<file path="config.mk">
export PLATFORM = sky130hd
export DESIGN_NAME = mic_capture_ctrl_flat
export DESIGN_NICKNAME = d
export VERILOG_FILES = /design/src/rtl/mic_capture_ctrl_if.sv /design/src/rtl/mic_capture_ctrl.sv /design/src/flat_wrapper.sv
export SDC_FILE = /design/constraint.sdc
export NUM_CORES = 1
export LEC_CHECK = 0
export CORE_MARGIN = 8
export CORE_UTILIZATION = 40
export CTS_BUF_LIST = sky130_fd_sc_hd__clkbuf_16
export CTS_CLUSTER_DIAMETER = 100
export DETAILED_ROUTE_END_ITERATION = 8
export GPL_TIMING_DRIVEN = 0
export SLEW_MARGIN = 5
export SYNTH_ARGS = -nofsm -noshare
export SYNTH_HDL_FRONTEND = slang
export SYNTH_SLANG_ARGS = --single-unit
</file>
<file path="constraint.sdc">
create_clock -name sys_clk -period 5.8 [get_ports sys_clk]
set_clock_uncertainty 0.15 [all_clocks]
set_input_delay 0.58 -clock sys_clk [delete_from_list [all_inputs] [get_ports sys_clk]]
set_output_delay 0.58 -clock sys_clk [all_outputs]
set_load 0.1 [all_outputs]
</file>
<file path="src/rtl/mic_capture_ctrl_if.sv">
// Capture/drain handshake bundle between the mic capture sequencer and its FIFO/UART/I2S neighbours.
interface mic_capture_ctrl_if #(
    parameter int unsigned CNT_W = 15
);
    logic             sample_vld;
    logic             fifo_full;
    logic             fifo_empty;
    logic             tx_ready;
    logic             fifo_wr_en;
    logic             fifo_rd_en;
    logic             tx_ena;
    logic             busy;
    logic             done;
    logic             overflow;
    logic [CNT_W-1:0] sample_cnt;
    logic [1:0]       state;

    // Sequencer side
    modport master (
        input  sample_vld, fifo_full, fifo_empty, tx_ready,
        output fifo_wr_en, fifo_rd_en, tx_ena, busy, done, overflow, sample_cnt, state
    );

    // Environment side
    modport slave (
        output sample_vld, fifo_full, fifo_empty, tx_ready,
        input  fifo_wr_en, fifo_rd_en, tx_ena, busy, done, overflow, sample_cnt, state
    );
endinterface

</file>
<file path="src/rtl/mic_capture_ctrl.sv">
// Mic capture sequencer: debounced start/abort keys, NUM_SAMPLES-frame FIFO write
// window, then FIFO drain to the UART over the ena/ready handshake.
module mic_capture_ctrl #(
    parameter int unsigned NUM_SAMPLES  = 16384,
    parameter int unsigned CNT_W        = 15,
    parameter int unsigned DEBOUNCE_CYC = 600000
) (
    input  logic                sys_clk,
    input  logic                sys_rst_n,
    input  logic                key_start_n,
    input  logic                key_abort_n,
    mic_capture_ctrl_if.master  bus
);

    localparam int unsigned DB_W = (DEBOUNCE_CYC > 1) ? $clog2(DEBOUNCE_CYC) : 1;
    localparam logic [DB_W-1:0]  DB_LAST  = DB_W'(DEBOUNCE_CYC - 1);
    localparam logic [CNT_W-1:0] CNT_LAST = CNT_W'(NUM_SAMPLES);

    typedef enum logic [1:0] {
        ST_IDLE    = 2'd0,
        ST_CAPTURE = 2'd1,
        ST_DRAIN   = 2'd2,
        ST_DONE    = 2'd3
    } state_t;

    // index 0: start key, index 1: abort key
    logic [1:0]      key_raw;
    logic [1:0]      sync1;
    logic [1:0]      sync2;
    logic [1:0]      stable;
    logic [1:0]      press;
    logic [DB_W-1:0] db_cnt [2];

    state_t           state_q, state_n;
    logic [CNT_W-1:0] cnt_q, cnt_n, cnt_inc;
    logic             ovf_q, ovf_n;
    logic             wr_q, wr_n;
    logic             done_q, done_n;
    logic             busy_q, busy_n;
    logic             start_evt, abort_evt;
    logic             tx_ena_c;

    assign key_raw   = {key_abort_n, key_start_n};
    assign start_evt = press[0];
    assign abort_evt = press[1];
    assign cnt_inc   = cnt_q + CNT_W'(1);

    // Synchronise both keys and accept a level only after it has held DEBOUNCE_CYC cycles
    always_ff @(posedge sys_clk or negedge sys_rst_n) begin
        if (!sys_rst_n) begin
            sync1  <= 2'b11;
            sync2  <= 2'b11;
            stable <= 2'b11;
            press  <= 2'b00;
            for (int i = 0; i < 2; i++) begin
                db_cnt[i] <= '0;
            end
        end else begin
            sync1 <= key_raw;
            sync2 <= sync1;
            for (int i = 0; i < 2; i++) begin
                press[i] <= 1'b0;
                if (sync2[i] == stable[i]) begin
                    db_cnt[i] <= '0;
                end else if (db_cnt[i] == DB_LAST) begin
                    stable[i] <= sync2[i];
                    db_cnt[i] <= '0;
                    press[i]  <= ~sync2[i];
                end else begin
                    db_cnt[i] <= db_cnt[i] + DB_W'(1);
                end
            end
        end
    end

    // Sequencer state and registered outputs
    always_ff @(posedge sys_clk or negedge sys_rst_n) begin
        if (!sys_rst_n) begin
            state_q <= ST_IDLE;
            cnt_q   <= '0;
            ovf_q   <= 1'b0;
            wr_q    <= 1'b0;
            done_q  <= 1'b0;
            busy_q  <= 1'b0;
        end else begin
            state_q <= state_n;
            cnt_q   <= cnt_n;
            ovf_q   <= ovf_n;
            wr_q    <= wr_n;
            done_q  <= done_n;
            busy_q  <= busy_n;
        end
    end

    // Next state; abort overrides everything and leaves counters untouched
    always_comb begin
        state_n = state_q;
        cnt_n   = cnt_q;
        ovf_n   = ovf_q;
        wr_n    = 1'b0;
        unique case (state_q)
            ST_IDLE: begin
                if (start_evt) begin
                    state_n = ST_CAPTURE;
                    cnt_n   = '0;
                    ovf_n   = 1'b0;
                end
            end
            ST_CAPTURE: begin
                if (bus.sample_vld) begin
                    wr_n  = ~bus.fifo_full;
                    cnt_n = cnt_inc;
                    if (bus.fifo_full) begin
                        ovf_n = 1'b1;
                    end
                    if (cnt_inc == CNT_LAST) begin
                        state_n = ST_DRAIN;
                    end
                end
            end
            ST_DRAIN: begin
                if (bus.fifo_empty && !bus.tx_ready) begin
                    state_n = ST_DONE;
                end
            end
            ST_DONE: begin
                state_n = ST_IDLE;
            end
            default: begin
                state_n = ST_IDLE;
            end
        endcase
        if (abort_evt) begin
            state_n = ST_IDLE;
            cnt_n   = cnt_q;
            ovf_n   = ovf_q;
            wr_n    = 1'b0;
        end
        done_n = (state_n == ST_DONE);
        busy_n = (state_n == ST_CAPTURE) || (state_n == ST_DRAIN);
    end

    // Drain handshake is combinational so a tx_ready pulse pops in the same cycle
    assign tx_ena_c = (state_q == ST_DRAIN) && !bus.fifo_empty;

    assign bus.tx_ena     = tx_ena_c;
    assign bus.fifo_rd_en = tx_ena_c && bus.tx_ready;
    assign bus.fifo_wr_en = wr_q;
    assign bus.busy       = busy_q;
    assign bus.done       = done_q;
    assign bus.overflow   = ovf_q;
    assign bus.sample_cnt = cnt_q;
    assign bus.state      = state_q;

endmodule

</file>
<file path="src/flat_wrapper.sv">
// flat-port wrapper written by rule: the top's interface ports become plain ports
module mic_capture_ctrl_flat 
#(
    parameter int unsigned NUM_SAMPLES  = 16384,
    parameter int unsigned CNT_W        = 15,
    parameter int unsigned DEBOUNCE_CYC = 600000
)
  (sys_clk, sys_rst_n, key_start_n, key_abort_n, bus_sample_vld, bus_fifo_full, bus_fifo_empty, bus_tx_ready, bus_fifo_wr_en, bus_fifo_rd_en, bus_tx_ena, bus_busy, bus_done, bus_overflow, bus_sample_cnt, bus_state);
  mic_capture_ctrl_if #(.CNT_W(CNT_W)) bus_i ();
  input  logic sys_clk;
  input  logic sys_rst_n;
  input  logic key_start_n;
  input  logic key_abort_n;
  input wire logic [$bits(bus_i.sample_vld)-1:0] bus_sample_vld;
  input wire logic [$bits(bus_i.fifo_full)-1:0] bus_fifo_full;
  input wire logic [$bits(bus_i.fifo_empty)-1:0] bus_fifo_empty;
  input wire logic [$bits(bus_i.tx_ready)-1:0] bus_tx_ready;
  output wire logic [$bits(bus_i.fifo_wr_en)-1:0] bus_fifo_wr_en;
  output wire logic [$bits(bus_i.fifo_rd_en)-1:0] bus_fifo_rd_en;
  output wire logic [$bits(bus_i.tx_ena)-1:0] bus_tx_ena;
  output wire logic [$bits(bus_i.busy)-1:0] bus_busy;
  output wire logic [$bits(bus_i.done)-1:0] bus_done;
  output wire logic [$bits(bus_i.overflow)-1:0] bus_overflow;
  output wire logic [$bits(bus_i.sample_cnt)-1:0] bus_sample_cnt;
  output wire logic [$bits(bus_i.state)-1:0] bus_state;
  assign bus_i.sample_vld = bus_sample_vld;
  assign bus_i.fifo_full = bus_fifo_full;
  assign bus_i.fifo_empty = bus_fifo_empty;
  assign bus_i.tx_ready = bus_tx_ready;
  assign bus_fifo_wr_en = bus_i.fifo_wr_en;
  assign bus_fifo_rd_en = bus_i.fifo_rd_en;
  assign bus_tx_ena = bus_i.tx_ena;
  assign bus_busy = bus_i.busy;
  assign bus_done = bus_i.done;
  assign bus_overflow = bus_i.overflow;
  assign bus_sample_cnt = bus_i.sample_cnt;
  assign bus_state = bus_i.state;
  mic_capture_ctrl #(.NUM_SAMPLES(NUM_SAMPLES), .CNT_W(CNT_W), .DEBOUNCE_CYC(DEBOUNCE_CYC)) u_core (.sys_clk(sys_clk), .sys_rst_n(sys_rst_n), .key_start_n(key_start_n), .key_abort_n(key_abort_n), .bus(bus_i));
endmodule
</file>
==> reports/metrics.cfg, run 1 <==
[power]
p_total_mw = 1.066
p_sw_mw = 0.2350
clkPwrFrac = 0.513
intPower_mw = 0.8311
power.leakage_nw = 1.791
pwr-share-seq = 0.462
ir_worst_vdd_mv = 0.1593
power.switching_fraction = 0.2205
combPwrFrac = 0.025
powerDensity_nw_per_um2 = 255.0

[flow_run]
maxCapViolations = 0

[synth]
syn_area_per_cell_sq_um = 9.977
ys_seq_elements = 69
synth_edf_count = 0
synth_cell_type_count = 52
synthArstFlopShare = 1.000
yosysSeqAreaShare = 0.5053
synth_area_sq_um = 3432
yosysWarnings = 0
synthFlopType = dfrtp_1
netlist_instances = 344
synth_fp_nets = 356

[status]
status = finished clean

[cts]
cts_buffer_depth = 2
clkLatencyLatePin_ps = 330
cts_tree = built
cts_resized = 0
numCtsBuffers = 9
clk_pin_slew_worst_paths_ps = 60
postCtsHoldBufs = 0
htreeDepth = 3
clockRootBuffer = clkbuf_16
postCtsSetupBuffers = 0
numClockSinks = 69

[final_layout]
final_core_util = 0.5064
drive_gt1_frac = 0.09207
area_growth_pct = 21.84
antenna_cells = 0
fin_nets = 398
fill_cells = 783

[floorplan]
ios = 31
fp.dieW_um = 108.6
core_sq_um = 8258
die_area_sq_um = 11800
rows = 33
die_y_um = 108.6
initial_core_util = 0.4156

[worst_setup_path]
cp.arrival_ps = 2410
path_buf_inv = 2
cpMostUsedCell = clkdlybuf4s50_1
timing.rr.end = u_core.bus.busy
worstReg2RegStart = u_core.bus.sample_cnt[0]
critPathTopFamily = buffers and inverters
slowest_delay_ps = 1120
cp-endpoint = bus_fifo_rd_en
crit_fanout = 2
cp-startpoint = bus_fifo_empty
r2r_slack_ps = 3020
critPathRequiredTime_ps = 5070
crit_type = input pin to output pin
cp-end-kind = output pin
crit_cells = 4
worst_setup_path_start_kind = input pin
path_cells = clkdlybuf4s50_1, nor2_1, and2_1, clkdlybuf4s50_1
r2r_cells = 8
cp_slowest_cell = clkdlybuf4s50_1

[timing]
slew_headroom = 0.3436
max_freq_mhz = 318.4
rsz0062_at_grt = false
setup_violations = 0
hold_violations = 0
tns_ps = 0
holdWs_ps = 5.767
drv_slew = 0
post-route-period-util = 0.5415
period_needed_ps = 3141
tightest_slew_ps = 981.6

[drt]
firstDrtPassIters = 4
vias = 2606
ant_nets = 0
drt_wl_total_um = 7183
drt_iter0_markers = 104
drc = 0
viasPerCell = 5.254
wl_per_cell_um = 14.48

[grt]
grt_start_max_net_pins = 45
gr-total-overflow = 0
grt_pass1_vias = 2502
antenna_found_initial = 0
grt_usage = 0.1302
grt_pass1_wl_um = 12190

[hold_path]
hold_path.class = input pin to async pin

[placed_design]
finalWeightedCongestion = 0.7661
dpl.hpwl_um = 5183
io_buffers = 30

## cell usage after synthesis (3+ instances only)
| library cell | instances | area (sq um) |
|---|---|---|
| xnor2_1 | 15 | 131.4 |
| nand4_1 | 10 | 62.56 |
| clkbuf_1 | 4 | 15.01 |
| nor4_1 | 4 | 25.02 |
| or3_1 | 6 | 37.54 |
| nor4b_1 | 3 | 26.28 |
| a21o_1 | 6 | 45.04 |
| nor3b_1 | 4 | 30.03 |
| nor3_1 | 8 | 40.04 |
| and4_1 | 5 | 43.79 |
| o21ai_0 | 4 | 20.02 |
| nor2_1 | 54 | 202.7 |
| o21ai_1 | 6 | 30.03 |
| xor2_1 | 25 | 219.0 |
| nand2_1 | 29 | 108.9 |
| inv_1 | 7 | 26.28 |
| nand3_1 | 19 | 95.09 |
| a22o_1 | 12 | 105.1 |
| and3_1 | 9 | 56.30 |
| buf_2 | 3 | 15.01 |
| dfrtp_1 | 63 | 1577 |
| dfstp_2 | 6 | 157.7 |
| ha_1 | 4 | 50.05 |
## per-stage QoR
step                setup slack [ps]  area (sq um)  cells
finish                          2659          4182    496
CTS                             2646          4182    496
detailed placement              2652          3881    480
global placement                1622          3864    479
global route                    2593          4182    496
floorplan                       1757          3432    344
## final cells by class
class,instances,area (sq um),area share
flip-flops and latches,69,1734,0.4147
multi-input cells,257,1609,0.3848
repair buffers,31,317.8,0.07600
clock buffers,9,225.2,0.05386
well taps,105,131.4,0.03142
clock inverters,7,75.07,0.01795
plain buffers,10,58.81,0.01406
inverters,8,30.03,0.007181
## metal layers
layer | up-vias | wire [um] | GRT usage
met3 | 8 | 306 | 0.02891
met4 | 0 | 143 | 0.06549
met5 | - | 0 | 0
met1 | 1264 | 3652 | 0.1794
met2 | 37 | 3081 | 0.1888
li1 | 1297 | - | -
## cells by family (layout without fill, tap and decap cells)
| kind of cell | Yosys count | in the layout | share of synthesized area |
|---|---|---|---|
| and+or+nand+nor | 167 | 167 | 0.2490 |
| DFF | 69 | 69 | 0.5053 |
| AOI/OAI and AO/OA | 41 | 41 | 0.08750 |
| xor gates and xnor gates | 40 | 40 | 0.1021 |
| buffers and inverters | 18 | 65 | 0.02588 |
| muxes | 5 | 5 | 0.01568 |
| adders and majority gates | 4 | 4 | 0.01458 |
## registers in the layout, indices dropped and copies added, names as in the netlist, 2 cells and up
name	count
u_core.bus.sample_cnt	15
u_core.bus.state	2
u_core.db_cnt	40
u_core.press	2
u_core.stable	2
u_core.sync1	2
u_core.sync2	2
## power groups by stage
stage	registers [mW]	clock network [mW]	logic, mW
2_1_floorplan	0.500	0	0.00889
4_1_cts	0.492	0.559	0.0283
5_1_grt	0.493	0.583	0.0313
3_3_place_gp	0.501	0	0.0264
3_5_place_dp	0.501	0	0.0282
6_report	0.492	0.547	0.0268
## worst min path at each step
stage | depth (start not counted) | slack, ps | end | startpoint
floorplan | 0 | 130 | u_core.bus.busy | sys_rst_n
global placement | 0 | 200 | u_core.sync2[0] | u_core.sync1[0]
detailed placement | 0 | 200 | u_core.sync2[0] | u_core.sync1[0]
CTS | 1 | 20 | u_core.bus.sample_cnt[8] | sys_rst_n
global route | 1 | 30 | u_core.bus.sample_cnt[8] | sys_rst_n
finish | 1 | 6 | u_core.bus.sample_cnt[8] | sys_rst_n
## placed cells by master, fill, tap and decap left out, types with 3 or more instances in the layout
cell type         n
and3_1            9
buf_2             3
ha_1              4
clkbuf_16         9
clkdlybuf4s50_1  29
nor4b_1           3
nor3_1            8
xnor2_1          15
or3_1             6
inv_1             7
nor2_1           54
nand2_1          29
o21ai_1           6
nand3_1          19
nor3b_1           4
o21ai_0           4
and4_1            5
dfstp_2           6
clkbuf_1          4
a21o_1            6
nor4_1            4
xor2_1           25
a22o_1           12
dfrtp_1          63
nand4_1          10
No activity file was read; power rests on OpenSTA's default activity.
==> run 2, diff against run 1 <==
==> constraint.sdc (replaced) <==
create_clock -name sys_clk -period 2.6 [get_ports sys_clk]
set_clock_uncertainty 0.15 [all_clocks]
set_input_delay 0.26 -clock sys_clk [delete_from_list [all_inputs] [get_ports sys_clk]]
set_output_delay 0.26 -clock sys_clk [all_outputs]
set_load 0.1 [all_outputs]
==> run 2 against run 1 <==
  * First-iteration DRC count is 36% lower
  * Clock power is 130% higher
  * Cell count is 0.20% higher
  * Setup slack worse by 2600 ps
  * Critical path depth is 4 higher
  * Register-to-register slack worse by 2900 ps
  * Critical path type is now flip-flop to flip-flop
  * Largest cell class unchanged
  * Largest power group unchanged
==> reports/metrics.cfg, run 2 (same netlist as run 1, synthesis figures left out) <==
[timing]
rsz0062_at_grt = true
period_needed_ps = 2500
tns_ps = 0  ; unchanged
hold_violations = 0  ; unchanged
setup_violations = 0  ; unchanged
post-route-period-util = 0.9616
drv_slew = 0  ; unchanged
max_freq_mhz = 400.0
fin_ws_ps = 99.85  ; -2559 ps
slew_headroom = 0.3328  ; -0.01075
tightest_slew_ps = 997.6  ; +16.07 ps

[worst_setup_path]
r2r_cells = 8  ; unchanged
cp-endpoint = u_core.bus.busy
cp-end-kind = flip-flop
crit_fanout = 8  ; +6
worst_setup_path_start_kind = flip-flop
timing.rr.end = u_core.bus.busy
r2r_slack_ps = 100  ; -2920 ps
cp-startpoint = u_core.bus.sample_cnt[9]
crit_type = flip-flop to flip-flop
critPathRequiredTime_ps = 2660  ; -2410 ps
cp.arrival_ps = 2560  ; +150 ps
worstReg2RegStart = u_core.bus.sample_cnt[9]

[flow_run]
maxCapViolations = 0  ; unchanged

[hold_path]
hold_path.class = input pin to async pin

[drt]
firstDrtPassIters = 4  ; unchanged
drc = 0  ; unchanged
drt_iter0_markers = 67  ; -36%
drt_wl_total_um = 7220  ; +0.52%
vias = 2594  ; -0.46%
viasPerCell = 5.219  ; -0.66%
wl_per_cell_um = 14.53  ; +0.31%
ant_nets = 0  ; unchanged

[final_layout]
final_common_cell = nor2_1
largest_reg_flops = 40  ; unchanged
area_growth_pct = 25.63
antenna_cells = 0  ; unchanged
drive_gt1_frac = 0.1429  ; +0.05079
finish.instance_area_sq_um = 4312  ; +3.1%
top_register = u_core.db_cnt
final_cell_mix = nor2_1 (52), dfrtp_1 (48), nand2_1 (29)
final_core_util = 0.5221  ; +0.01576
fin_nets = 399  ; +0.25%

[power]
ir_worst_vdd_mv = 0.3973  ; +150%
powerDensity_nw_per_um2 = 562.0  ; +120%
power.leakage_nw = 1.799  ; +0.46%
p_total_mw = 2.423  ; +130%

[grt]
grt_pass1_vias = 2635  ; +5.3%
antenna_found_initial = 0  ; unchanged
grt_start_max_net_pins = 57  ; +27%
gr-total-overflow = 0  ; unchanged
grt_pass1_wl_um = 12700  ; +4.2%
grt_usage = 0.1349  ; +0.004636

[floorplan]
ios = 31  ; unchanged
die_area_sq_um = 11800  ; unchanged
initial_core_util = 0.4156  ; unchanged
rows = 33  ; unchanged
fp.dieW_um = 108.6  ; unchanged
die_y_um = 108.6  ; unchanged
core_sq_um = 8258  ; unchanged

[cts]
cts_buffer_depth = 2  ; unchanged
clockRootBuffer = clkbuf_16
numClockSinks = 69  ; unchanged
numCtsBuffers = 9  ; unchanged
clkLatencyLatePin_ps = 330  ; about the same
htreeDepth = 3  ; unchanged
cts_tree = built
clk_pin_slew_worst_paths_ps = 60  ; about the same

[status]
status = finished clean

[placed_design]
dp_worst_setup_slack_ps = -163.2  ; -2815 ps
dpl.hpwl_um = 5061  ; -2.4%
place_area_sq_um = 3998  ; +3.0%
io_buffers = 30  ; unchanged
finalWeightedCongestion = 0.8105  ; +5.8%

run 2: per-stage QoR:
stage / hold slack [ps] / std cells
floorplan: -185.6 / 344
global placement: 196.4 / 479
detailed placement: -16.13 / 480
CTS: 178.1 / 497
global route: 190.6 / 497
finish: 177.2 / 497
run 2: where the power goes:
group / internal (mW) / switching (mW) / leakage, nW / total, mW
sequential: 1.09 / 0.0113 / 0.906 / 1.10
clock: 0.824 / 0.436 / 0.149 / 1.26
combinational: 0.0234 / 0.0411 / 0.743 / 0.0645
total: 1.94 / 0.488 / 1.80 / 2.42
run 2: final cells by class:
type	count	area, sq um
Tap cell	105	131.4
Sequential cell	69	1780
Multi-Input combinational cell	257	1665
Clock inverter	7	80.08
Buffer	10	66.31
Timing Repair Buffer	32	332.8
Fill cell	767	3946
Clock buffer	9	225.2
Inverter	8	30.03
run 2: worst max-delay path, cell delays in order (launching register included):
cell     delay, ps
dfrtp_4        470
buf_6          140
and4_4         170
and3_4         190
xnor2_1        120
o22a_1         180
or4_1          530
o22ai_2        180
ha_1           250
run 2: how the worst min path moves through the flow:
stage	startpoint	end	slack [ps]	cells past startpoint
after floorplan	sys_rst_n	u_core.bus.busy	-190	0
after global placement	u_core.sync1[1]	u_core.sync2[1]	200	0
after detailed placement	sys_rst_n	u_core.bus.sample_cnt[7]	-20	1
after CTS	sys_rst_n	u_core.bus.sample_cnt[7]	180	2
after global routing	key_abort_n	u_core.sync1[1]	190	1
final	sys_rst_n	u_core.bus.sample_cnt[7]	180	2
run 2: routing by layer:
metal | routed length, um | GRT usage | up-vias | part of all wire
met1 | 3415 | 0.1735 | 1251 | 0.47
met2 | 3379 | 0.2088 | 36 | 0.47
li1 | - | - | 1297 | -
met4 | 133 | 0.07038 | 0 | 0.018
met3 | 292 | 0.03009 | 10 | 0.040
met5 | 0 | 0 | - | 0
run 2: timing repair:
item	in CTS	in global routing
hold endpoints to repair	63	0
buffers inserted	0	0
setup endpoints to repair	2	9
gates resized for setup	2	2
pin swaps	0	1
hold buffers	1	0
gates cloned	0	0
